$ cat src/rtl/dir_ctrl_pkg.sv
// rtl/dir_ctrl_pkg.sv - direction and game-state encodings shared by the direction controller
package dir_ctrl_pkg;

  localparam logic [1:0] DIR_RIGHT = 2'b00;
  localparam logic [1:0] DIR_LEFT  = 2'b01;
  localparam logic [1:0] DIR_DOWN  = 2'b10;
  localparam logic [1:0] DIR_UP    = 2'b11;

  localparam logic [1:0] GS_NORMAL = 2'b00;
  localparam logic [1:0] GS_APPLE  = 2'b01;
  localparam logic [1:0] GS_DEAD   = 2'b10;

  // Priority up > down > left > right; right is the fall-through, so its bit is not needed.
  function automatic logic [1:0] pick_dir(input logic [2:0] up_down_left);
    if (up_down_left[2])      return DIR_UP;
    else if (up_down_left[1]) return DIR_DOWN;
    else if (up_down_left[0]) return DIR_LEFT;
    else                      return DIR_RIGHT;
  endfunction

endpackage

$ cat src/rtl/dir_ctrl_btn_debounce.sv
// rtl/dir_ctrl_btn_debounce.sv - two-flop synchroniser, stability counter and press pulse
module btn_debounce #(
  parameter int DB_LIMIT = 50000,
  parameter int DB_W     = 16
) (
  input  logic clk,
  input  logic rst,
  input  logic raw,
  output logic press
);

  localparam logic [DB_W-1:0] LAST = DB_W'(DB_LIMIT - 1);

  logic            sync1;
  logic            sync2;
  logic            level;
  logic [DB_W-1:0] cnt;

  always_ff @(posedge clk or posedge rst) begin
    if (rst) begin
      sync1 <= 1'b0;
      sync2 <= 1'b0;
      level <= 1'b0;
      cnt   <= '0;
      press <= 1'b0;
    end else begin
      sync1 <= raw;
      sync2 <= sync1;
      press <= 1'b0;
      if (sync2 == level) begin
        cnt <= '0;
      end else if (cnt == LAST) begin
        // Level flips after DB_LIMIT consecutive disagreeing samples; pulse only on release->press.
        level <= sync2;
        cnt   <= '0;
        press <= sync2;
      end else begin
        cnt <= cnt + DB_W'(1);
      end
    end
  end

endmodule

$ cat src/rtl/dir_ctrl.sv
// rtl/dir_ctrl.sv - debounced buttons to a two-deep turn queue committed on move_clk rises
module dir_ctrl
  import dir_ctrl_pkg::*;
#(
  parameter int         DB_LIMIT = 50000,
  parameter int         DB_W     = 16,
  parameter logic [1:0] INIT_DIR = DIR_RIGHT
) (
  input  logic       clk,
  input  logic       rst,
  input  logic       btn_up,
  input  logic       btn_down,
  input  logic       btn_left,
  input  logic       btn_right,
  input  logic       move_clk,
  input  logic       start,
  input  logic [1:0] game_state,
  output logic [1:0] sw,
  output logic [1:0] q_count,
  output logic       turn_accepted,
  output logic       turn_dropped
);

  logic [3:0] press;

  btn_debounce #(.DB_LIMIT(DB_LIMIT), .DB_W(DB_W)) u_db_up (
    .clk(clk), .rst(rst), .raw(btn_up), .press(press[3]));
  btn_debounce #(.DB_LIMIT(DB_LIMIT), .DB_W(DB_W)) u_db_down (
    .clk(clk), .rst(rst), .raw(btn_down), .press(press[2]));
  btn_debounce #(.DB_LIMIT(DB_LIMIT), .DB_W(DB_W)) u_db_left (
    .clk(clk), .rst(rst), .raw(btn_left), .press(press[1]));
  btn_debounce #(.DB_LIMIT(DB_LIMIT), .DB_W(DB_W)) u_db_right (
    .clk(clk), .rst(rst), .raw(btn_right), .press(press[0]));

  logic       mc_d1;
  logic       mc_d2;
  logic [1:0] q0;
  logic [1:0] q1;

  logic       dead;
  logic       pop;
  logic       req_valid;
  logic [1:0] req;
  logic [1:0] ref_dir;
  logic       axis_ok;
  logic       room;
  logic       push;
  logic       drop;
  logic [1:0] base;
  logic [1:0] n_sw;
  logic [1:0] n_q0;
  logic [1:0] n_q1;
  logic [1:0] n_cnt;

  always_comb begin
    dead      = (game_state == GS_DEAD);
    pop       = mc_d1 & ~mc_d2 & start & (q_count != 2'd0) & ~dead;
    req_valid = (|press) & ~dead;
    req       = pick_dir(press[3:1]);
    // Turns are judged against the newest pending turn, so chained taps build a path.
    ref_dir   = (q_count == 2'd2) ? q1 : (q_count == 2'd1) ? q0 : sw;
    axis_ok   = (req[1] != ref_dir[1]);
    room      = (q_count != 2'd2) | pop;
    push      = req_valid & axis_ok & room;
    drop      = req_valid & ~(axis_ok & room);

    n_sw  = sw;
    n_q0  = q0;
    n_q1  = q1;
    n_cnt = q_count;
    base  = q_count;
    if (dead) begin
      n_cnt = 2'd0;
    end else begin
      if (pop) begin
        n_sw  = q0;
        n_q0  = q1;
        base  = q_count - 2'd1;
        n_cnt = base;
      end
      if (push) begin
        if (base == 2'd0) n_q0 = req;
        else              n_q1 = req;
        n_cnt = base + 2'd1;
      end
    end
  end

  always_ff @(posedge clk or posedge rst) begin
    if (rst) begin
      mc_d1         <= 1'b0;
      mc_d2         <= 1'b0;
      sw            <= INIT_DIR;
      q0            <= DIR_RIGHT;
      q1            <= DIR_RIGHT;
      q_count       <= 2'd0;
      turn_accepted <= 1'b0;
      turn_dropped  <= 1'b0;
    end else begin
      mc_d1         <= move_clk;
      mc_d2         <= mc_d1;
      sw            <= n_sw;
      q0            <= n_q0;
      q1            <= n_q1;
      q_count       <= n_cnt;
      turn_accepted <= push;
      turn_dropped  <= drop;
    end
  end

endmodule

$ cat config.mk
export PLATFORM = sky130hd
export DESIGN_NAME = dir_ctrl
export DESIGN_NICKNAME = d
export VERILOG_FILES = /design/src/rtl/dir_ctrl_pkg.sv /design/src/rtl/dir_ctrl_btn_debounce.sv /design/src/rtl/dir_ctrl.sv
export SDC_FILE = /design/constraint.sdc
export NUM_CORES = 1
export LEC_CHECK = 0
export BUFFER_PORTS_ARGS = -buffer_cell sky130_fd_sc_hd__buf_2
export CAP_MARGIN = 0
export CORE_ASPECT_RATIO = 0.75
export CORE_MARGIN = 8
export CORE_UTILIZATION = 45
export DETAILED_ROUTE_END_ITERATION = 10
export PLACE_DENSITY = 0.6
export SETUP_SLACK_MARGIN = 0.1
export SLEW_MARGIN = 10
export SYNTH_ARGS = -nofsm -noshare
export SYNTH_HDL_FRONTEND = slang
export SYNTH_SLANG_ARGS = --single-unit
$ cat constraint.sdc
create_clock -name clk -period 8.6 [get_ports clk]
set_input_delay 1.29 -clock clk [delete_from_list [all_inputs] [get_ports clk]]
set_output_delay 1.29 -clock clk [all_outputs]
set_load 0.02 [all_outputs]
==> summary.md, run 1 <==
| Metric | Value |
|---|---|
| Clock sink count | `92` |
| Die Wd | `127 um` |
| Worst slew margin | `40.6%` |
| Post-DP HPWL | `4950 um` |
| Met1 usage | `16.5%` |
| CP Class | `primary input to flop` |
| Synth Instances | `409` |
| Initial antenna violation count | `0` |
| Post-synth EDFFs | `0` |
| Clock Skew | `0.00586 ns` |
| Maximum vdd drop | `0.0968 mV` |
| FP Rows | `30` |
| CP max-delay cell | `nor2_1` |
| Synth warnings | `0` |
| Max Buffers Root-to-Sink | `2` |
| Worst-path clk slew | `0.06 ns` |
| 1st-iter DRT viols | `around 160` |
| Via count of the first global-routing pass | `2702` |
| TritonRoute pass-1 iters | `5` |
| Setup WS post-layout | `5.54 ns` |
| Area grow syn2layout | `12.3%` |
| Power Total | `roughly 0.87 mW` |
| Prevailing post-synth register cell | `dfrtp_1` |
| Max-cap violations | `0` |
| R2R Path End | `q1[1]` |
| Slew Limit Fails | `0` |
| Total clock buffers created by CTS | `9` |
| TritonCTS clock tree | `done` |
| GR Overflow Total | `0` |
| R2r startpoint | `q_count[0]` |
| Hold Crit Depth | `0` |
| Die ar. | `between 10000 and 15000 um2` |
| Worst-path cell chain | `buf_2 -> nor2b_1 -> nor2_1 -> xnor2_1 -> inv_1 -> ha_1 -> nor4_2 -> mux2_2` |
| Yosys cell types | `32` |
| Finished layout cell area | `about 4700 um2` |
| N_diodes | `0` |
| Setup slack after placement | `5.22 ns` |
| ANT nets after route | `0` |
| PD cells | `185 nW/um2` |
| Post-Syn Area | `between 4000 and 5000 um2` |
| Routed WL | `7120 um` |
| DRC | `0` |
| Die height | `99.4 um` |
| Sequential element share of the synthesized area | `55.2%` |
| GRT Total Usage | `12.1%` |
| Share of layout cells above drive strength 1 | `between 8 and 9%` |
| Via density per instance | `a little under 5` |
| Core area | `9050 um2` |
| Max Clk Rate | `between 300 and 400 MHz` |
| RSZ-0062 raised after global routing | `no` |
| Total I/O pin count | `16` |
| Clock root cell | `clkbuf_16` |
| R2R Setup Slk | `5.87 ns` |
| Leak Pwr | `2.06 nW` |
| H-tree Lvls | `3` |
| Nets | `450` |
| Worst hold path class | `flop to flop` |
| Hold path startpoint | `u_db_right.sync1` |
| WP data required | `8.82 ns` |
| Fin crit share | `roughly 36%` |
| Largest net degree at the start of global routing | `74` |
| CTS Hold Bufs | `0` |
| Syn_area_per_cell | `10.2 um2` |
| Startpoint Class | `primary input` |
| Minimum clock period | `3.06 ns` |
| Setup TNS | `0 ns` |
| Latest clock arrival within the worst-skew pair | `0.33 ns` |
| Syn nets | `427` |
| Worst Hold Path EP | `u_db_right.sync2` |
| Worst r2r path cells | `9` |
| Worst Setup End Kind | `flop` |
| WL per Instance | `12.6 um` |
| Worst slew pin tran | `between 0.8 and 0.9 ns` |
| M3 GR Usage | `approximately 4.3%` |
| Area of the multi-input gates | `around 1800 um2` |
| Share of synthesized registers carrying an async set or reset | `100%` |
| Worst Path Max Fanout | `7` |
| Fillers | `839` |
| Cell Area, Placed | `about 4400 um2` |
| Fin util | `51.8%` |
| Met2 global-route usage | `17.5%` |
| Outcome | `finished, final reports clean` |
| Final setup viols | `0` |
| CP peak stage delay | `around 0.41 ns` |
| I/O Buffers | `15` |
| GPL Wtd Cong | `0.771` |
| DP Cell Count | `549` |
| Initial Utilization | `46.1%` |
| Global-route wire length before repair | `about 13000 um` |
| Final Hold Viols | `0` |
| Final hold slack | `0.347 ns` |
| Worst path arrival time | `3.27 ns` |
| Number of standard cells in the layout, taps in and fillers out | `564` |
| Register area | `approximately 2300 um2` |
| DR vias | `2792` |
| Most used routing layer | `met2` |
| Post-CTS setup buffers | `0` |
| Post-CTS Resized | `0` |
| Seq cells post-synth | `between 90 and 100` |
[area by class of cell]
class                   count  area share [%]
clock buffers              13            5.34
well taps                 128            3.42
repair buffers             16            1.76
flip-flops and latches     92            49.1
inverters                  15            1.23
clock inverters             2           0.747
multi-input cells         298            38.4
[logic make-up (layout without fill, tap and decap cells)]
family | Yosys count | count (layout) | synth area share [%]
buffers and inverters | 19 | 46 | 1.71
AND/OR/NAND/NOR | 208 | 208 | 23.5
XOR/XNOR | 61 | 61 | 12.8
adder cells (fa/ha/maj) | 8 | 8 | 2.40
multiplexers | 9 | 9 | 2.31
AO/OA/AOI/OAI | 12 | 12 | 2.07
flip-flops | 92 | 92 | 55.2
[routing by layer]
layer	up-vias	wire length (um)
met5	-	0
met4	0	58
met3	5	270
met2	37	2930
met1	1338	3860
li1	1412	-
[where the power goes]
group	internal [mW]	total (mW)	switching (mW)
Clock	0.231	0.376	0.145
Combinational	0.0124	0.0358	0.0234
Sequential	0.444	0.454	0.00940
[worst max-delay path by stage]
stage          slack (ns)          start     to
2_1_floorplan        4.92            rst  mc_d1
3_3_place_gp         5.30  game_state[1]  q1[1]
3_5_place_dp         5.22  game_state[1]  q1[1]
4_1_cts              5.55  game_state[1]  q1[1]
5_1_grt              5.37  game_state[1]  q1[1]
6_report             5.54  game_state[1]  q1[1]
[critical path: cells and delay by family]
kind	cells	cell delay (ns)
xor gates and xnor gates	1	0.23
adders and majority gates	1	0.24
buffers and inverters	2	0.18
muxes	1	0.38
and+or+nand+nor	3	0.95
[state kept, by name, summed over array words and instances, names as in the netlist, 2 cells and up]
| signal | count |
|---|---|
| u_db_down.cnt | 16 |
| u_db_left.cnt | 16 |
| u_db_right.cnt | 16 |
| u_db_up.cnt | 16 |
| q0 | 2 |
| q1 | 2 |
| q_count | 2 |
| sw | 2 |
[placed cells by master (no fill, tap or decap), types with 3 or more instances in the layout]
cell       count
nor3_1        22
dfrtp_1       92
buf_2         15
clkbuf_16      9
nand3_1       23
inv_1         14
mux2i_1        4
nor4b_1        5
xor2_1        28
nand2_1       34
xnor2_1       33
clkbuf_1       3
and3_1        13
mux2_2         5
nor2_1        84
ha_1           8
nor3b_1        4
nand4_1       12
[synth_stat cells (4+ instances only)]
| master | count | share of area, % |
|---|---|---|
| mux2_2 | 5 | 1.3 |
| dfrtp_1 | 92 | 55 |
| nand2_1 | 34 | 3.1 |
| clkbuf_1 | 4 | 0.36 |
| ha_1 | 8 | 2.4 |
| mux2i_1 | 4 | 0.96 |
| nand3_1 | 23 | 2.8 |
| nor4b_1 | 5 | 1.0 |
| nor3_1 | 22 | 2.6 |
| inv_1 | 15 | 1.3 |
| and3_1 | 13 | 1.9 |
| nand4_1 | 12 | 1.8 |
| nor3b_1 | 4 | 0.72 |
| xnor2_1 | 33 | 6.9 |
| xor2_1 | 28 | 5.9 |
| nor2_1 | 84 | 7.6 |
No activity file was read; power rests on OpenSTA's default activity.
==> inputs of run 2 (changes only) <==
- PLACE_DENSITY: 0.6 -> 0.62
- clock period: 8.6 -> 2.8 ns (I/O delays scaled with it)
==> run 2 against run 1 <==
Against the previous run:
- sequential cell count unchanged
- register-to-register slack lost 5.6 ns
- non-clock buffer count rose by 1
- sequential share of layout area decreased by 0.69 points
- wire length increased by 0.76%
- final cell count grew 0.35%
- die area is the same
- worst hold slack got worse by 0.24 ns
==> summary.md, run 2 (synthesis results as in run 1) <==
| Metric | Value |
|---|---|
| Routed WL | `7170 um (+0.76%)` |
| Maximum vdd drop | `0.435 mV (+350%)` |
| Final Hold Viols | `0 (unchanged)` |
| Core area | `9050 um2 (unchanged)` |
| Worst slew margin | `51.6% (+11 points)` |
| Max Buffers Root-to-Sink | `2 (unchanged)` |
| Setup TNS | `0 ns (unchanged)` |
| ANT nets after route | `0 (unchanged)` |
| TritonRoute pass-1 iters | `4 (-1)` |
| Power Total | `2.81 mW (+220%)` |
| DP Cell Count | `550 (+0.18%)` |
| TritonCTS clock tree | `done` |
| Total clock buffers created by CTS | `9 (unchanged)` |
| Nets | `451 (+0.22%)` |
| GRT Total Usage | `12.2% (+0.10 points)` |
| Most frequent cells in the layout | `dfrtp_1, nor2_1, nand2_1, xnor2_1, xor2_1` |
| Clock root cell | `clkbuf_16` |
| Die height | `99.4 um (unchanged)` |
| FP Rows | `30 (unchanged)` |
| Worst-path cell chain | `inv_1 -> ha_1 -> nand4bb_1 -> nand2b_1 -> o21ai_1 -> inv_1 -> ha_1 -> nor4_2 -> mux2_2` |
| Post-DP HPWL | `4890 um (-1.2%)` |
| Final setup viols | `0 (unchanged)` |
| Largest net degree at the start of global routing | `73 (-1.4%)` |
| RSZ-0062 raised after global routing | `no` |
| DRC | `0 (unchanged)` |
| DR vias | `2810 (+0.64%)` |
| WP data required | `3.02 ns (-5.80 ns)` |
| Slew Limit Fails | `0 (unchanged)` |
| Worst hold path class | `primary input to async pin` |
| GR Overflow Total | `0 (unchanged)` |
| PD cells | `591 nW/um2 (+220%)` |
| Die Wd | `127 um (unchanged)` |
| CP peak stage delay | `0.39 ns (-0.02 ns)` |
| Via density per instance | `4.96 (+0.29%)` |
| Worst slew pin tran | `0.720 ns (-0.171 ns)` |
| Startpoint Class | `flop` |
| R2R Setup Slk | `0.29 ns (-5.58 ns)` |
| Number of standard cells in the layout, taps in and fillers out | `566 (+0.35%)` |
| Max Clk Rate | `399 MHz` |
| Leak Pwr | `2.09 nW (+1.3%)` |
| Minimum clock period | `2.51 ns` |
| Post-CTS setup buffers | `0 (unchanged)` |
| Clock sink count | `92 (unchanged)` |
| H-tree Lvls | `3 (unchanged)` |
| Most common cell after layout, fill and taps aside | `dfrtp_1` |
| Worst-path clk slew | `0.06 ns (about the same)` |
| Share of layout cells above drive strength 1 | `9.13% (+0.65 points)` |
| 1st-iter DRT viols | `177 (+9.3%)` |
| GPL Wtd Cong | `0.768 (-0.35%)` |
| Latest clock arrival within the worst-skew pair | `0.33 ns (about the same)` |
| Via count of the first global-routing pass | `2768 (+2.4%)` |
| Worst Setup End Kind | `flop` |
| N_diodes | `0 (unchanged)` |
| Total I/O pin count | `16 (unchanged)` |
| CP max-delay cell | `nor4_2` |
| WL per Instance | `12.7 um (+0.40%)` |
| Die ar. | `12600 um2 (unchanged)` |
| Fin crit share | `approximately nine tenths` |
| Initial antenna violation count | `0 (unchanged)` |
| I/O Buffers | `15 (unchanged)` |
| Outcome | `finished, final reports clean` |
| Global-route wire length before repair | `12600 um (+0.61%)` |
| Clock Skew | `0.00567 ns (-0.000191 ns)` |
| Initial Utilization | `46.1% (unchanged)` |
| Max-cap violations | `0 (unchanged)` |
| Worst Path Max Fanout | `5 (-2)` |
| CP Class | `flop to flop` |
| Worst path arrival time | `2.73 ns (-0.54 ns)` |
| Area grow syn2layout | `13.9%` |
[run 2: cell types whose count changed in the layout (fill, tap and decap cells not counted), sizes merged]
| cell | previous run | this run |
|---|---|---|
| bufinv | 1 | 2 |
| clkinvlp | 0 | 1 |
| buf | 16 | 17 |
| clkinv | 2 | 1 |
[run 2: per-layer routing]
metal  GRT usage [%]  routed length, um  up-vias
met5               0                  0        -
met4            4.74                 99        0
met3            3.85                282       10
met2            18.1               2960       35
met1            16.2               3830     1351
li1                -                  -     1414
[run 2: what timing repair did]
| item | in CTS | in global routing |
|---|---|---|
| endpoints found under the setup margin | 0 | 1 |
| gates resized for setup | 0 | 1 |
| hold buffers | 0 | 0 |
[run 2: final cells by class]
class	count	area [um2]
Clock buffer	13	260
Clock inverter	3	68.8
Fill cell	826	4290
Inverter	15	60.1
Multi-Input combinational cell	298	1800
Sequential cell	92	2300
Tap cell	128	160
Timing Repair Buffer	17	103
[run 2: power breakdown]
part	switching, mW	leakage (nW)	internal (mW)	total [mW]
clock network	0.474	0.160	0.833	1.31
registers	0.0283	1.24	1.36	1.39
logic	0.0714	0.682	0.0404	0.112
total	0.573	2.09	2.24	2.81
[run 2: path summary, 6_finish.rpt]
kind | startpoint | to | cells after the start
max | q_count[0] | q1[1] | 9
min | rst | u_db_up.cnt[14] | 2
max reg2reg | q_count[0] | q1[1] | 9
min reg2reg | u_db_left.sync1 | u_db_left.sync2 | 0
max in group asynchronous | rst | u_db_left.cnt[10] | 3
min in group clk | btn_up | u_db_up.sync1 | 1
[run 2: stage by stage]
stage	cell area, um2	util (%)	worst slack, ns	hold slack (ns)
6_report	4750	52.5	0.293	0.104
3_3_place_gp	4420	48.9	0.385	0.335
5_1_grt	4750	52.5	0.144	0.124
3_5_place_dp	4420	48.9	0.254	0.339
4_1_cts	4750	52.5	0.242	0.110
2_1_floorplan	4180	-	0.238	0.331
[run 2: critical path, delay by kind of cell, from the launching register on]
family	cells	cell delay [ns]
AO/OA/AOI/OAI	1	0.22
AND/OR/NAND/NOR	3	0.88
adder cells (fa/ha/maj)	2	0.40
buffers and inverters	2	0.15
flip-flops	1	0.37
multiplexers	1	0.37
